<file path="config.mk">
export PLATFORM = sky130hd
export DESIGN_NAME = score_accumulator
export DESIGN_NICKNAME = d
export VERILOG_FILES = /design/src/rtl/score_accumulator.sv
export SDC_FILE = /design/constraint.sdc
export NUM_CORES = 1
export LEC_CHECK = 0
export BUFFER_PORTS_ARGS = -buffer_cell sky130_fd_sc_hd__buf_2
export CORE_MARGIN = 2
export CORE_UTILIZATION = 50
export CTS_BUF_LIST = sky130_fd_sc_hd__clkbuf_16
export DETAILED_ROUTE_END_ITERATION = 8
export PLACE_DENSITY = 0.84
export SLEW_MARGIN = 0
export SYNTH_ARGS = -nofsm -noshare
export SYNTH_HDL_FRONTEND = slang
export SYNTH_SLANG_ARGS = --single-unit
</file>
<file path="constraint.sdc">
create_clock -name Clk -period 3.3 [get_ports Clk]
set_input_delay 0.495 -clock Clk [delete_from_list [all_inputs] [get_ports Clk]]
set_output_delay 0.495 -clock Clk [all_outputs]
set_load 0.01 [all_outputs]
</file>
<file path="src/rtl/score_accumulator.sv">
// Score keeper for a shooter game: adds alien kill values and an end-of-game
// accuracy bonus to a two-digit BCD score (tens units), saturating at 990.
module score_accumulator #(
    parameter int BONUS_BASE = 21,
    parameter int BONUS_MAX  = 10
) (
    input  logic       Clk,
    input  logic       Reset,
    input  logic [2:0] curr_state,
    input  logic       point_valid,
    input  logic [1:0] point_type,
    input  logic [9:0] fire_count,
    output logic       point_ready,
    output logic [3:0] hundreds,
    output logic [3:0] ten_out,
    output logic       busy,
    output logic       saturated,
    output logic       bonus_given
);

    localparam int RW = ($clog2(BONUS_MAX + 1) > 2) ? $clog2(BONUS_MAX + 1) : 2;

    typedef enum logic {IDLE = 1'b0, ADD = 1'b1} state_t;

    state_t        r_state;
    state_t        w_stateNext;
    logic [RW-1:0] r_remain;
    logic [RW-1:0] w_remainNext;
    logic [3:0]    r_hundreds;
    logic [3:0]    r_tens;
    logic [3:0]    w_hundredsNext;
    logic [3:0]    w_tensNext;
    logic [3:0]    w_incHundreds;
    logic [3:0]    w_incTens;
    logic          r_saturated;
    logic          w_satNext;
    logic          r_bonusGiven;
    logic          w_givenNext;
    logic          r_bonusPending;
    logic          w_pendingNext;
    logic [2:0]    r_prevState;
    logic          w_clear;
    logic          w_accept;
    logic          w_win;
    logic          w_bonusReq;
    int            w_excess;
    int            w_bonusInt;
    logic [RW-1:0] w_bonus;

    assign w_clear     = (curr_state == 3'd0) || (curr_state == 3'd6);
    assign point_ready = (r_state == IDLE) && !w_clear;
    assign busy        = (r_state == ADD);
    assign w_accept    = point_valid && point_ready && (point_type != 2'd0);
    assign w_win       = (curr_state == 3'd4) && (r_prevState != 3'd4) && !r_bonusGiven;
    assign w_bonusReq  = r_bonusPending || w_win;

    assign hundreds    = r_hundreds;
    assign ten_out     = r_tens;
    assign saturated   = r_saturated;
    assign bonus_given = r_bonusGiven;

    // Bonus shrinks by one tens unit per shot beyond the free allowance.
    always_comb begin
        w_excess = int'(fire_count) - BONUS_BASE;
        if (w_excess <= 0) begin
            w_bonusInt = BONUS_MAX;
        end else if (w_excess >= BONUS_MAX) begin
            w_bonusInt = 0;
        end else begin
            w_bonusInt = BONUS_MAX - w_excess;
        end
    end

    assign w_bonus = RW'(w_bonusInt);

    always_comb begin
        w_incHundreds = r_hundreds;
        w_incTens     = r_tens;
        if (!(r_hundreds == 4'd9 && r_tens == 4'd9)) begin
            if (r_tens == 4'd9) begin
                w_incTens     = 4'd0;
                w_incHundreds = r_hundreds + 4'd1;
            end else begin
                w_incTens = r_tens + 4'd1;
            end
        end
    end

    // A point accept wins over a pending bonus; the bonus waits for a free IDLE edge.
    always_comb begin
        w_stateNext    = r_state;
        w_remainNext   = r_remain;
        w_hundredsNext = r_hundreds;
        w_tensNext     = r_tens;
        w_satNext      = r_saturated;
        w_givenNext    = r_bonusGiven;
        w_pendingNext  = r_bonusPending;
        if (w_clear) begin
            w_stateNext    = IDLE;
            w_remainNext   = '0;
            w_hundredsNext = 4'd0;
            w_tensNext     = 4'd0;
            w_satNext      = 1'b0;
            w_givenNext    = 1'b0;
            w_pendingNext  = 1'b0;
        end else if (r_state == ADD) begin
            w_hundredsNext = w_incHundreds;
            w_tensNext     = w_incTens;
            if (w_incHundreds == 4'd9 && w_incTens == 4'd9) begin
                w_satNext = 1'b1;
            end
            w_remainNext  = r_remain - RW'(1);
            w_pendingNext = w_bonusReq;
            if (r_remain == RW'(1)) begin
                w_stateNext = IDLE;
            end
        end else if (w_accept) begin
            w_remainNext  = RW'(point_type);
            w_stateNext   = ADD;
            w_pendingNext = w_bonusReq;
        end else if (w_bonusReq) begin
            w_givenNext   = 1'b1;
            w_pendingNext = 1'b0;
            if (w_bonus != '0) begin
                w_remainNext = w_bonus;
                w_stateNext  = ADD;
            end
        end
    end

    always_ff @(posedge Clk or negedge Reset) begin
        if (!Reset) begin
            r_state        <= IDLE;
            r_remain       <= '0;
            r_hundreds     <= 4'd0;
            r_tens         <= 4'd0;
            r_saturated    <= 1'b0;
            r_bonusGiven   <= 1'b0;
            r_bonusPending <= 1'b0;
            r_prevState    <= 3'd0;
        end else begin
            r_state        <= w_stateNext;
            r_remain       <= w_remainNext;
            r_hundreds     <= w_hundredsNext;
            r_tens         <= w_tensNext;
            r_saturated    <= w_satNext;
            r_bonusGiven   <= w_givenNext;
            r_bonusPending <= w_pendingNext;
            r_prevState    <= curr_state;
        end
    end

endmodule

</file>
# After elaboration in Yosys (flattened, before gate mapping)
# Index checks and enable logic that the tools add are counted.
# totals
reg_bits	19
latch_bits	0
mem_bits_rw	0
rom_bits	0
inputBits	18
word_cells	80
mem_count	0
# classes
add_sub_neg	5
mul	0
div_mod_pow	0
magnitude_cmp	2
eq_ne	10
shifts	0
mux	32
n_bitwise	1
n_reduce_logical	22
# op_table
operator	n
two-way mux 4 bit	15
two-way mux 1 bit	17
equality test 4 bit, second input constant	4
nonzero test 4 bit	3
>= comparator 11 x 5 -> 1 bit, second input constant	1
less-or-equal comparator 11 x 1 -> 1 bit, second input constant	1
subtractor 10 x 5 -> 11 bit, second input constant	1
adder 4 x 1 -> 4 bit, second input constant	2
nonzero test 2 bit	4
logical AND 1 bit	7
equality test 3 bit, second input constant	2
equality test 4 x 1 -> 1 bit, second input constant	1
AND reduction 2 bit	2
subtractor 4 x 1 -> 4 bit, second input constant	1
subtractor 4 bit, first input constant	1
zero test 3 bit	1
inequality test 3 bit, second input constant	1
AND reduction 3 bit	1
zero test 1 bit	2
logical OR 1 bit	2
inequality test 2 x 1 -> 1 bit, second input constant	1
inequality test 2 bit, second input constant	1
NOT 1 bit	1

# Logic depth before layout (Yosys ltp)
# logic_depth
ltp_word	10
depth_mapped	10
ltp_nobuf	9

# Least setup slack after synthesis
# No wires, ideal clock.
# synth_timing
path_type	input -> register
from	in fire_count[0]
to	reg r_remain[0]
setup_time_ns	0.128
t_arrival_ns	2.607
slack_ns	0.565
path_stages	10
path_buffers	1
cell_sequence	buf_6 inv_1 ha_1 nand2b_1 a2111oi_4 a211o_2 o2111ai_2 o211ai_1 nand2_1 mux2_1
# synth_via
elab_chain_cells	9
elab_cells_between_ends	14
cone_classes	add/sub: 2; order compare: 2; mux: 7; reduce/logical: 3
# synth_lines
element	line	text
from (decl)	12	input logic [9:0] fire_count,
subtractor 10 x 5 -> 11 bit *	64	w_excess = int'(fire_count) - BONUS_BASE;
>= comparator 11 x 5 -> 1 bit / subtractor 4 bit (equally long branches)	67, 70	
two-way mux 4 bit	67	end else if (w_excess >= BONUS_MAX) begin
two-way mux 4 bit *	65	if (w_excess <= 0) begin
two-way mux 4 bit	124	if (w_bonus != '0) begin
two-way mux 4 bit	121	end else if (w_bonusReq) begin
two-way mux 4 bit	117	end else if (w_accept) begin
two-way mux 4 bit	106	end else if (r_state == ADD) begin
two-way mux 4 bit	98	if (w_clear) begin
to (signal assigned)	143	r_remain <= w_remainNext;
to (decl)	27	logic [RW-1:0] r_remain;
# Mark *: on every way between the ends. The rest lies on a longest branch, timed or not. The select of a mux whose other input is x is not followed.
# A chain may end at the register's enable or synchronous reset.

# Worst setup path after layout
# Same ends and word-level chain as after synthesis.

==> reports/qor.yml <==
global_routing:
  grt_pass1_wl_um: 6010
  antenna_found_initial: 0
  grt_use_total_pct: 21.0
  overflow: 0
  grt_max_degree: 20
  grt_pass1_vias: 1387
die:
  dieHeight_um: 61.1
  io_pins: 30
  initial_core_util_pct: 53.0
  rows: 20
  core_area_mm2: 0.00308
  die-area_mm2: 0.00374
  die_w_um: 61.1
timing:
  setup_viol: 0
  period_share_pct: 85.9
  fin_skew_ns: 0.00277
  worst_slew_pin_slew_ns: 0.533
  hold-worst-slack_ns: 0.175
  hold_viol: 0
  fmax_mhz: 353
  slew_headroom_pct: 64.4
  slew_viol_final: 0
  rsz0062_at_grt: "false"
  layout_min_cycle_time_ns: 2.84
  setup-tns-final_ns: 0
detailed_routing:
  ant_nets: 0
  first_pass_iters: 4
  drt_iter0_drc: 136
  wl_um: 3660
  vias_per_cell: 5.70
  wl_per_cell_um: 13.9
  vias: 1506
  drc: 0
layout:
  synthToLayoutAreaGrowth_pct: 15.4
  fin_cells: 264
  antennaDiodeCount: 0
  nets: 247
  layout-drive-gt1-share_pct: 21.8
synth:
  synth_common_cells: "nor2_1 (22), dfrtp_1 (19), a21oi_1 (14)"
  synthCells: 194
  synth.net_count: 220
  ys_types: 51
  yosys.area.top_type: "dfrtp_1"
  ys_async_sr_fraction_pct: 100
  synth.most_common_cell: "nor2_1"
  syn_avg_cell_area_um2: 8.41
  synth_area_leaders: "dfrtp_1 (29%), ha_1 (6.1%), nor2_1 (5.1%), a21oi_1 (4.3%), mux2i_1 (3.1%)"
  ys_seq_area_share_pct: 29.1
  synth.top_cell.area_share_pct: 29.1
  syn-cell-area_mm2: 0.00163
  yosys_register_bits: 19
  dominantRegCellSynth: "dfrtp_1"
  ys_warn_count: 0
  synth_edf_count: 0
run:
  maxCapViolations: 0
cts:
  h-tree-depth: 1
  clk_latency_ns: 0.25
  cts_root_buf: "clkbuf_16"
  clk_path_buf_depth: 2
  ctsResizeCount: 0
  cts_tree: "yes"
  numCtsBuffers: 3
  clk_pin_slew_ns: 0.05
  holdBufCountCts: 0
  post-cts-setup-buffers: 0
  clock-sinks: 19
power_and_ir_drop:
  p_leak_nw: 0.839
  ir_drop_v: 0.000213
  powerDensity_mw_per_mm2: 509
critical_path:
  reg2reg_depth: 6
  worstSetupPathType: "in -> reg"
  path_max_fanout: 13
  cp.arrival_ns: 3.02
  cp.required_ns: 3.49
  setup.worst_path.end_class: "flip-flop"
  crit_path_start_kind: "primary input"
place:
  dpl.hpwl_um: 2750
  place.port_buffers: 29
  dpl.cell_count: 260
  gp_congestion: 0.842
min_path:
  hp-class: "in -> async"
run_status:
  status: "completed"
[kinds of logic after synthesis]
group,count (synthesis),share of synthesized area (%)
simple gates,77,24.9
compound gates,55,25.2
xor+xnor,10,5.83
mux,6,3.76
flops,19,29.1
buf+inv,19,4.98
fa+ha+maj,8,6.14
[through the flow]
step                      setup slack (ns)  instance area (um2)  total power (W)  util (%)
after floorplan                      0.565                 1630         0.000603         -
after global placement               0.306                 1800         0.000697      58.6
after detailed placement             0.262                 1800         0.000710      58.6
after CTS                            0.513                 1880         0.000960      61.2
after global routing                 0.184                 1880          0.00103      61.2
final                                0.465                 1880         0.000958      61.2
[placed cells by master (no fill, tap or decap), types with 5 or more instances in the layout]
cell type | synthesis | layout
o21ai_0 | 6 | 6
nand3_1 | 5 | 5
o211ai_1 | 5 | 5
dfrtp_1 | 19 | 19
nand2_1 | 13 | 13
buf_2 | 2 | 29
ha_1 | 8 | 8
xor2_1 | 5 | 5
nor2_1 | 22 | 22
mux2i_1 | 5 | 5
nor3_1 | 8 | 8
a21oi_1 | 14 | 14
inv_1 | 10 | 10
[final cells by class]
cell class | count | area [um2]
multi-input cells | 156 | 1070
clock buffers | 3 | 75.1
fillers | 294 | 1190
well taps | 44 | 55.1
clock inverters | 1 | 5.00
inverters | 10 | 37.5
flip-flops and latches | 19 | 475
repair buffers | 31 | 160
[sequential cells by signal (all words and copies together), names as in the netlist]
register        cells
saturated           1
ten_out             4
hundreds            4
bonus_given         1
busy                1
r_prevState         3
r_bonusPending      1
r_remain            4
[path summary, 6_finish.rpt]
path	to	slack, ns	from
min reg2reg	saturated	0.49	saturated
max reg2reg	r_remain[0]	1.28	bonus_given
max in group asynchronous	r_prevState[1]	2.82	Reset
min	hundreds[2]	0.17	Reset
min in group Clk	r_prevState[0]	0.38	curr_state[0]
max	r_remain[0]	0.46	fire_count[0]
[worst max-delay path, stage by stage]
cell and delay (ns):
buf_2 0.23, inv_1 0.12, ha_1 0.31, nand2b_1 0.27, a2111oi_4 0.36, a211o_2 0.18
o2111ai_2 0.17, or4b_4 0.57, o22ai_1 0.16, mux2_1 0.16
[layer usage]
metal	up-vias	global-route usage [%]	part of all wire [%]
met3	5	2.10	3.0
met2	32	38.6	52
met1	701	25.7	44
met4	0	6.21	1.2
met5	-	0	0
li1	768	-	-
[power breakdown]
part | internal [W] | switching (W)
Combinational | 0.000159 | 0.000191
Sequential | 0.000280 | 0.0000810
Clock | 0.000162 | 0.0000852
Total | 0.000601 | 0.000358
(Power assumes the default switching activity.)
